**src/rtl/pipelined_addsub.sv**
```systemverilog
// Pipelined two's-complement adder-subtractor. The carry chain is split into
// SEG-bit segments with one segment per stage, and the carry is registered
// between stages. Optional signed saturation is applied in the final stage.
module pipelined_addsub #(
  parameter int unsigned WIDTH = 32,
  parameter int unsigned SEG   = 16
) (
  input  logic             clk,
  input  logic             reset,
  input  logic             in_valid,
  output logic             in_ready,
  input  logic [WIDTH-1:0] a,
  input  logic [WIDTH-1:0] b,
  input  logic             sub,
  input  logic             sat,
  output logic             out_valid,
  input  logic             out_ready,
  output logic [WIDTH-1:0] sum,
  output logic             carry,
  output logic             ovf,
  output logic             zero
);

  localparam int unsigned STAGES   = WIDTH / SEG;
  localparam int unsigned LAST_LSB = (STAGES - 1) * SEG;

  // Adds segment k of x and (y ^ inv) with carry-in; returns {carry_out, sum}.
  function automatic logic [SEG:0] seg_add(input logic [WIDTH-1:0] x,
                                           input logic [WIDTH-1:0] y,
                                           input logic inv, input logic cin,
                                           input int unsigned k);
    logic [SEG-1:0] xs;
    logic [SEG-1:0] ys;
    xs = SEG'(x >> (k * SEG));
    ys = SEG'(y >> (k * SEG)) ^ {SEG{inv}};
    return (SEG+1)'(xs) + (SEG+1)'(ys) + (SEG+1)'(cin);
  endfunction

  logic             out_valid_q, out_valid_d;
  logic [WIDTH-1:0] sum_q, sum_d;
  logic             carry_q, carry_d;
  logic             ovf_q, ovf_d;
  logic             zero_q, zero_d;

  logic             adv_c;
  logic             acc_c;

  // Operands and partial result presented to the final segment.
  logic [WIDTH-1:0] fin_a_c, fin_b_c, fin_res_c;
  logic             fin_sub_c, fin_sat_c, fin_cin_c, fin_vld_c;

  assign adv_c    = !out_valid_q || out_ready;
  assign in_ready = adv_c && !reset;
  assign acc_c    = in_valid && in_ready;

  if (STAGES == 1) begin : g_single
    assign fin_a_c   = a;
    assign fin_b_c   = b;
    assign fin_sub_c = sub;
    assign fin_sat_c = sat;
    assign fin_res_c = '0;
    assign fin_cin_c = sub;
    assign fin_vld_c = acc_c;
  end else begin : g_multi
    localparam int unsigned NP = STAGES - 1;

    logic [WIDTH-1:0] a_q   [NP];
    logic [WIDTH-1:0] a_d   [NP];
    logic [WIDTH-1:0] b_q   [NP];
    logic [WIDTH-1:0] b_d   [NP];
    logic [WIDTH-1:0] res_q [NP];
    logic [WIDTH-1:0] res_d [NP];
    logic [NP-1:0]    sub_q, sub_d, sat_q, sat_d, cy_q, cy_d, vld_q, vld_d;

    // Lower segments: add one slice per stage, skew finished bits and operands forward.
    always_comb begin
      logic [SEG:0] seg;
      seg   = '0;
      a_d   = a_q;
      b_d   = b_q;
      res_d = res_q;
      sub_d = sub_q;
      sat_d = sat_q;
      cy_d  = cy_q;
      vld_d = vld_q;

      seg      = seg_add(a, b, sub, sub, 0);
      a_d[0]   = a;
      b_d[0]   = b;
      sub_d[0] = sub;
      sat_d[0] = sat;
      res_d[0] = WIDTH'(seg[SEG-1:0]);
      cy_d[0]  = seg[SEG];
      vld_d[0] = acc_c;

      for (int unsigned k = 1; k < NP; k++) begin
        seg      = seg_add(a_q[k-1], b_q[k-1], sub_q[k-1], cy_q[k-1], k);
        a_d[k]   = a_q[k-1];
        b_d[k]   = b_q[k-1];
        sub_d[k] = sub_q[k-1];
        sat_d[k] = sat_q[k-1];
        res_d[k] = res_q[k-1] | (WIDTH'(seg[SEG-1:0]) << (k * SEG));
        cy_d[k]  = seg[SEG];
        vld_d[k] = vld_q[k-1];
      end
    end

    // Intermediate stage registers; all hold while the output is stalled.
    always_ff @(posedge clk) begin
      if (reset) begin
        a_q   <= '{default: '0};
        b_q   <= '{default: '0};
        res_q <= '{default: '0};
        sub_q <= '0;
        sat_q <= '0;
        cy_q  <= '0;
        vld_q <= '0;
      end else if (adv_c) begin
        a_q   <= a_d;
        b_q   <= b_d;
        res_q <= res_d;
        sub_q <= sub_d;
        sat_q <= sat_d;
        cy_q  <= cy_d;
        vld_q <= vld_d;
      end
    end

    assign fin_a_c   = a_q[NP-1];
    assign fin_b_c   = b_q[NP-1];
    assign fin_sub_c = sub_q[NP-1];
    assign fin_sat_c = sat_q[NP-1];
    assign fin_res_c = res_q[NP-1];
    assign fin_cin_c = cy_q[NP-1];
    assign fin_vld_c = vld_q[NP-1];
  end

  // Final segment: top slice, flags from the true sum, then saturation and zero.
  always_comb begin
    logic [SEG:0]     seg;
    logic [WIDTH-1:0] raw;
    logic             cin_msb;
    seg     = seg_add(fin_a_c, fin_b_c, fin_sub_c, fin_cin_c, STAGES - 1);
    raw     = fin_res_c | (WIDTH'(seg[SEG-1:0]) << LAST_LSB);
    cin_msb = fin_a_c[WIDTH-1] ^ fin_b_c[WIDTH-1] ^ fin_sub_c ^ raw[WIDTH-1];

    carry_d     = seg[SEG];
    ovf_d       = cin_msb ^ seg[SEG];
    out_valid_d = fin_vld_c;
    sum_d       = raw;
    if (fin_sat_c && ovf_d) begin
      sum_d = fin_a_c[WIDTH-1] ? {1'b1, {(WIDTH-1){1'b0}}} : {1'b0, {(WIDTH-1){1'b1}}};
    end
    zero_d = (sum_d == '0);
  end

  // Output register stage; held while downstream is not ready.
  always_ff @(posedge clk) begin
    if (reset) begin
      out_valid_q <= 1'b0;
      sum_q       <= '0;
      carry_q     <= 1'b0;
      ovf_q       <= 1'b0;
      zero_q      <= 1'b0;
    end else if (adv_c) begin
      out_valid_q <= out_valid_d;
      sum_q       <= sum_d;
      carry_q     <= carry_d;
      ovf_q       <= ovf_d;
      zero_q      <= zero_d;
    end
  end

  assign out_valid = out_valid_q;
  assign sum       = sum_q;
  assign carry     = carry_q;
  assign ovf       = ovf_q;
  assign zero      = zero_q;

endmodule
```
**config.mk**
```make
export PLATFORM = sky130hd
export DESIGN_NAME = pipelined_addsub
export DESIGN_NICKNAME = d
export VERILOG_FILES = /design/src/rtl/pipelined_addsub.sv
export SDC_FILE = /design/constraint.sdc
export NUM_CORES = 1
export LEC_CHECK = 0
export ABC_AREA = 1
export CAP_MARGIN = 30
export CORE_MARGIN = 2
export CORE_UTILIZATION = 47
export DETAILED_ROUTE_END_ITERATION = 10
export GPL_TIMING_DRIVEN = 1
export PLACE_DENSITY = 0.88
export SLEW_MARGIN = 25
export SYNTH_ARGS = -nofsm -noshare
export SYNTH_HDL_FRONTEND = slang
export SYNTH_SLANG_ARGS = --single-unit
```
**constraint.sdc**
```tcl
create_clock -name clk -period 3.27 [get_ports clk]
set_clock_uncertainty 0.2 [all_clocks]
set_input_delay 0.327 -clock clk [delete_from_list [all_inputs] [get_ports clk]]
set_output_delay 0.327 -clock clk [all_outputs]
set_load 0.01 [all_outputs]
```
== After elaboration in Yosys (flattened, before gate mapping) ==
Index checks and enable logic that the tools add are counted.

* Add/sub/neg operators: 4
* Mux-type cells: 2
* Bitwise logic cells: 7
* Reduce and logical (&&, ||, !) cells: 7

{| class="wikitable"
|+ Operators with widths
! kind !! number
|-
| $mux W32 || 2
|-
| $add A16 B16 Y17 || 2
|-
| $add A17 B1 Y17 || 2
|-
| $logic_not A32 Y1 || 1
|-
| $or A16 B32 Y32 || 1
|-
| $xor A16 B16 Y16 || 2
|-
| $xor A1 B1 Y1 || 4
|-
| $logic_and A1 B1 Y1 || 3
|-
| $logic_not A1 Y1 || 2
|-
| $logic_or A1 B1 Y1 || 1
|}

* Register bits: 120
* Bits of input ports: 70
* Output and inout port bits: 37
* Logic and storage cells: 32

== Depth between registers and ports, before layout ==
Gate-level depths: netlist (run 1).

* Depth after elaboration: 9
* Mapped depth: 23

== Worst setup path after synthesis (run 1) ==
Ideal clock, no wire load.

* Path type: flip-flop to flip-flop
* Start: register g_multi.sub_q (netlist: fin_sub_c)
* End: register sum_q[17] (netlist: sum[17])
* Arrival: 2.957 ns
* Required time: 2.954 ns
* Path slack: -0.003 ns
* Cell stages (with the launch flop): 22
* Clock period less this slack: 3.273 ns
* Cells stage by stage: dfxtp_1 -> buf_4 -> buf_1 -> xnor2_1 -> fa_1 -> inv_1 -> fa_1 -> nand3_1 -> nand2_1 -> nand2_1 -> nand2_1 -> nand3_1 -> nand2_1 -> inv_1 -> nand2_4 -> nand3_4 -> buf_6 -> buf_4 -> nand2_1 -> nand3_1 -> o211ai_1 -> inv_1

* Longest elaborated chain between the ends: 8
* Elaborated cells between the ends (all ways): 9
* Those cells by class: 2 x add/sub; 1 x mux; 5 x bitwise; 1 x reduce/logical

{| class="wikitable"
|+ Ends and longest elaborated chain
! what !! RTL line !! text
|-
| from (decl) || 73 || <nowiki>logic [NP-1:0] sub_q, sub_d, sat_q, sat_d, cy_q, cy_d, vld_q, vld_d;</nowiki>
|-
| from (signal assigned) || 122 || <nowiki>sub_q <= sub_d;</nowiki>
|-
| $xor A16 B16 Y16 || 35 || <nowiki>ys = SEG'(y >> (k * SEG)) ^ {SEG{inv}};</nowiki>
|-
| $add A16 B16 Y17 || 36 || <nowiki>return (SEG+1)'(xs) + (SEG+1)'(ys) + (SEG+1)'(cin);</nowiki>
|-
| $add A17 B1 Y17 || 36 ||
|-
| $or A16 B32 Y32 || 144 || <nowiki>raw = fin_res_c | (WIDTH'(seg[SEG-1:0]) << LAST_LSB);</nowiki>
|-
| $xor A1 B1 Y1 || 145 || <nowiki>cin_msb = fin_a_c[WIDTH-1] ^ fin_b_c[WIDTH-1] ^ fin_sub_c ^ raw[WIDTH-1];</nowiki>
|-
| $xor A1 B1 Y1 || 148 || <nowiki>ovf_d = cin_msb ^ seg[SEG];</nowiki>
|-
| $logic_and A1 B1 Y1 || 151 || <nowiki>if (fin_sat_c && ovf_d) begin</nowiki>
|-
| $mux W32 * || 151 ||
|-
| to (signal assigned) || 167 || <nowiki>sum_q <= sum_d;</nowiki>
|-
| to (decl) || 40 || <nowiki>logic [WIDTH-1:0] sum_q, sum_d;</nowiki>
|}

Mark *: on every way between the ends. The rest lies on a longest branch, timed or not.
A chain may end at the register's enable or synchronous reset.

== Final worst setup path (run 1) ==
* Start: register g_multi.sub_q (netlist: fin_sub_c)
* End: register sum_q[15] (netlist: sum[15])

* Longest elaborated chain between the ends: 8
* Elaborated cells between the ends (all ways): 9
* Those cells by class: 2 x add/sub; 1 x mux; 5 x bitwise; 1 x reduce/logical

{| class="wikitable"
|+ Ends and longest elaborated chain
! what !! RTL line
|-
| $xor A16 B16 Y16 || 35
|-
| $add A16 B16 Y17 || 36
|-
| $add A17 B1 Y17 || 36
|-
| $or A16 B32 Y32 || 144
|-
| $xor A1 B1 Y1 || 145
|-
| $xor A1 B1 Y1 * || 148
|-
| $logic_and A1 B1 Y1 * || 151
|-
| $mux W32 * || 151
|}

Marked as above.

==> summary.txt, run 1 <==
Run
  • Max-cap violations: 0

Yosys
  • FF+latch count, synth: 88
  • Mapped Cells: 725
  • Ys flop type: dfxtp_1
  • Ys Warns: 0
  • Syn_nets: 828
  • Fraction of registers with async set/reset: 0%
  • Sequential-to-total area share from yosys stat: 33.6%
  • Post-synth EDFFs: 0
  • Cell variety after synth: 39
  • Mapped Avg Cell Area: 7.24 um2
  • Synth Cell Area: 5250 um2

Die
  • DIE HEIGHT: 110 um
  • IO Pins: 107
  • Full die area: 12000 um2
  • Die X: 110 um
  • Core Rows: 38
  • Starting Density: 48.2%
  • Core footprint: 10900 um2

Worst setup path
  • Critical R2R Launch: fin_sub_c
  • Crit. End Element: register
  • Max incr delay on CP: 0.36 ns
  • CP dominant cell by count: nand2_1
  • CP delay by family, top: simple AND/OR/NAND/NOR gates
  • Cells along the critical path: buf_6, xor2_1, ha_1, nand2_1, nand2_1, a21oi_2, nand2_1, nand2_2, nand2_2, nand2_1, nand3_2, nand2_2, nand2_4, nand4_2, buf_6, buf_6, nand3_1, o211ai_1, inv_1
  • Slowest CP cell: ha_1
  • Critical path arrival: 3.15 ns
  • Crit Path Category: register to register
  • CP Max Fanout: 14
  • Critical Path RT: 3.33 ns
  • Crit path launch type: register
  • Reg2Reg Capture Point: sum[15]
  • R2R Setup Slk: 0.18 ns
  • R2R cell count: 19
  • Buffers plus inverters on the worst setup path: 4

Detailed routing
  • Starting DRT DRC Count: 321
  • DR WL/cell: 13.7 um
  • Via density: 5.30
  • Post-detailed-routing wire length: 13300 um
  • TritonRoute pass-1 iters: 8
  • Remaining DRCs: 0
  • Remaining antenna violation count after routing: 0
  • Via count: 5166

Final layout
  • P&R area growth vs syn: 30.0%
  • Nets: 933
  • Final cell count without fillers: 975
  • Final core area utilization: 62.7%
  • Antenna fix cells: 0
  • Number of fill cells: 901
  • Fraction of layout cells with a size suffix above 1: 8.62%

GRT
  • Initial antenna violation count: 0
  • GR Overflow Total: 0
  • Pin count of the biggest net entering global routing: 62
  • First-pass GRT wire length: 21200 um
  • GRT Overall Usage: 22.2%
  • Vias in the first global route: 4746

CTS
  • Clock latency on the worst-skew pair: 0.37 ns
  • Clock sinks: 88
  • Clock Path Buffers: 2
  • CTS tree: yes
  • CTS Buf Count: 9
  • H-tree depth: 3
  • Clk slew on worst S/H paths: 0.10 ns
  • Clock root buffer: clkbuf_8
  • Hold_buf cts: 0

Min path
  • Worst hold stages: 2
  • Hold Crit Endpoint: fin_vld_c
  • Min-delay src: fin_vld_c
  • Hold WC Path Type: register to register

Placed design
  • Port Buffers: 106
  • Pre-CTS setup slack: -0.0423 ns
  • Routability cong.: 0.852
  • # placed instances: 951
  • Hpwl dp: 9490 um

Timing
  • Max-slew violations: 0
  • Slew of the pin with the lowest slew margin: 0.728 ns
  • Fin. Hold Viols: 0
  • Final Setup Violations: 0
  • RSZ-0062 raised after global routing: true
  • Max transition margin: 51.4%
  • Final WS setup: 0.179 ns
  • Max Fclk: 0.324 GHz
  • Clock period minus worst slack: 3.09 ns
  • Fin crit share: 94.5%

Status
  • Status: finished, final reports clean

Power
  • Total Power: 3.44 mW
  • Pleak: 3.46 nW
  • Power Density: 504 nW/um2
  • Peak supply drop: 0.297 mV
cells in the mapped netlist, types with 2 or more instances:
cell	n	area, um2
a21oi_1	32	160
a21oi_2	2	17.5
a31oi_1	4	25.0
buf_1	6	22.5
buf_2	3	15.0
buf_4	4	30.0
buf_6	2	22.5
clkbuf_1	23	86.3
dfxtp_1	88	1760
fa_1	3	60.1
ha_1	30	375
inv_1	87	327
nand2_1	112	420
nand2_2	5	31.3
nand3_1	57	285
nand4_1	3	18.8
nor2_1	89	334
nor3_1	2	10.0
o211ai_1	31	233
o21ai_0	57	285
o21ai_1	5	25.0
o21bai_1	8	60.1
o41ai_1	5	43.8
xnor2_1	8	70.1
xor2_1	45	394
worst max path at each step:
| stage | end | depth (start not counted) | slack (ns) | start |
|---|---|---|---|---|
| after floorplan | sum[17] | 21 | 0.22 | fin_sub_c |
| final | sum[15] | 19 | 0.18 | fin_sub_c |
| after CTS | zero | 20 | 0.02 | fin_sub_c |
| after global placement | fin_res_c[15] | 16 | 0.11 | sub |
| after detailed placement | fin_res_c[15] | 16 | -0.04 | sub |
| after global routing | zero | 20 | -0.08 | fin_sub_c |
cell families (layout without fill, tap and decap cells):
family | after synthesis | count (layout) | synth area share (%)
XOR/XNOR | 54 | 54 | 9.16
flip-flops | 88 | 88 | 33.6
AND/OR/NAND/NOR | 277 | 279 | 22.7
buffers and inverters | 126 | 234 | 9.66
AO/OA/AOI/OAI | 147 | 147 | 16.6
adder cells (fa/ha/maj) | 33 | 33 | 8.30
repair_timing:
action,in CTS,in global routing
endpoints found under the setup margin,0,28
gates resized for setup,0,21
setup buffers,0,6
layout make-up:
cell class / count / area (um2) / share of cell area [%]
flip-flops and latches: 88 / 1760 / 25.8
multi-input cells: 513 / 3080 / 45.1
well taps: 140 / 175 / 2.57
inverters: 88 / 332 / 4.86
clock inverters: 6 / 66.3 / 0.972
repair buffers: 130 / 1270 / 18.6
clock buffers: 10 / 138 / 2.02
metrics by stage:
step	TNS, ns	hold slack, ns	area [um2]
2_1_floorplan	0	0.230	5250
3_3_place_gp	0	0.246	6460
3_5_place_dp	-0.0638	0.251	6460
4_1_cts	0	0.265	6670
5_1_grt	-0.188	0.299	6820
6_report	0	0.264	6820
placed cells by master, fill, tap and decap left out, types with 2 or more instances in the layout:
| cell | synthesis | layout |
|---|---|---|
| a21oi_1 | 32 | 30 |
| inv_6 | 0 | 2 |
| xor2_1 | 45 | 44 |
| xor2_2 | 1 | 2 |
| nand3_2 | 1 | 3 |
| nand3_1 | 57 | 55 |
| ha_1 | 30 | 29 |
| nor3_1 | 2 | 2 |
| clkbuf_8 | 0 | 10 |
| fa_1 | 3 | 2 |
| clkinv_2 | 0 | 3 |
| o21bai_1 | 8 | 8 |
| nand2_1 | 112 | 109 |
| nor2_1 | 89 | 88 |
| inv_2 | 0 | 2 |
| o21ai_0 | 57 | 57 |
| nor2_4 | 0 | 2 |
| dfxtp_1 | 88 | 87 |
| inv_1 | 87 | 85 |
| nand4_1 | 3 | 3 |
| buf_6 | 2 | 4 |
| nand2_2 | 5 | 8 |
| o41ai_1 | 5 | 5 |
| xnor2_1 | 8 | 8 |
| o211ai_1 | 31 | 31 |
| clkdlybuf4s50_1 | 0 | 106 |
| a31oi_1 | 4 | 4 |
| buf_4 | 4 | 19 |
| o21ai_1 | 5 | 5 |
| a21oi_2 | 2 | 3 |
| nand3_4 | 1 | 3 |
where the power goes:
| group | total, mW | internal, mW | switching [mW] |
|---|---|---|---|
| sequential | 1.33 | 1.22 | 0.106 |
| combinational | 1.32 | 0.612 | 0.711 |
| clock | 0.786 | 0.378 | 0.408 |
| total | 3.44 | 2.21 | 1.23 |
layer usage:
layer | track usage (%) | part of all wire (%)
met5 | 0 | 0
met4 | 8.59 | 2.9
met3 | 4.03 | 5.0
met2 | 38.4 | 49
met1 | 27.3 | 43
state kept, by name (all words and copies together) (netlist names):
name	cells
out_valid	1
fin_vld_c	1
fin_sub_c	1
zero	1
fin_res_c	16
ovf	1
fin_sat_c	1
carry	1
fin_b_c	16
sum	32
fin_a_c	16
fin_cin_c	1
tightest hold or removal path, stage by stage, from the launching register on:
cell     delay (ns)
dfxtp_1        0.31
inv_1          0.06
a21oi_1        0.05
Note: power is estimated with default switching activity, not from simulation.
==> run 2: changes to the inputs <==
Settings changed: CTS_CLUSTER_DIAMETER set to 60.
==> results of run 2 <==
No change in the layout: final DEF, timing and power equal those of run 1.
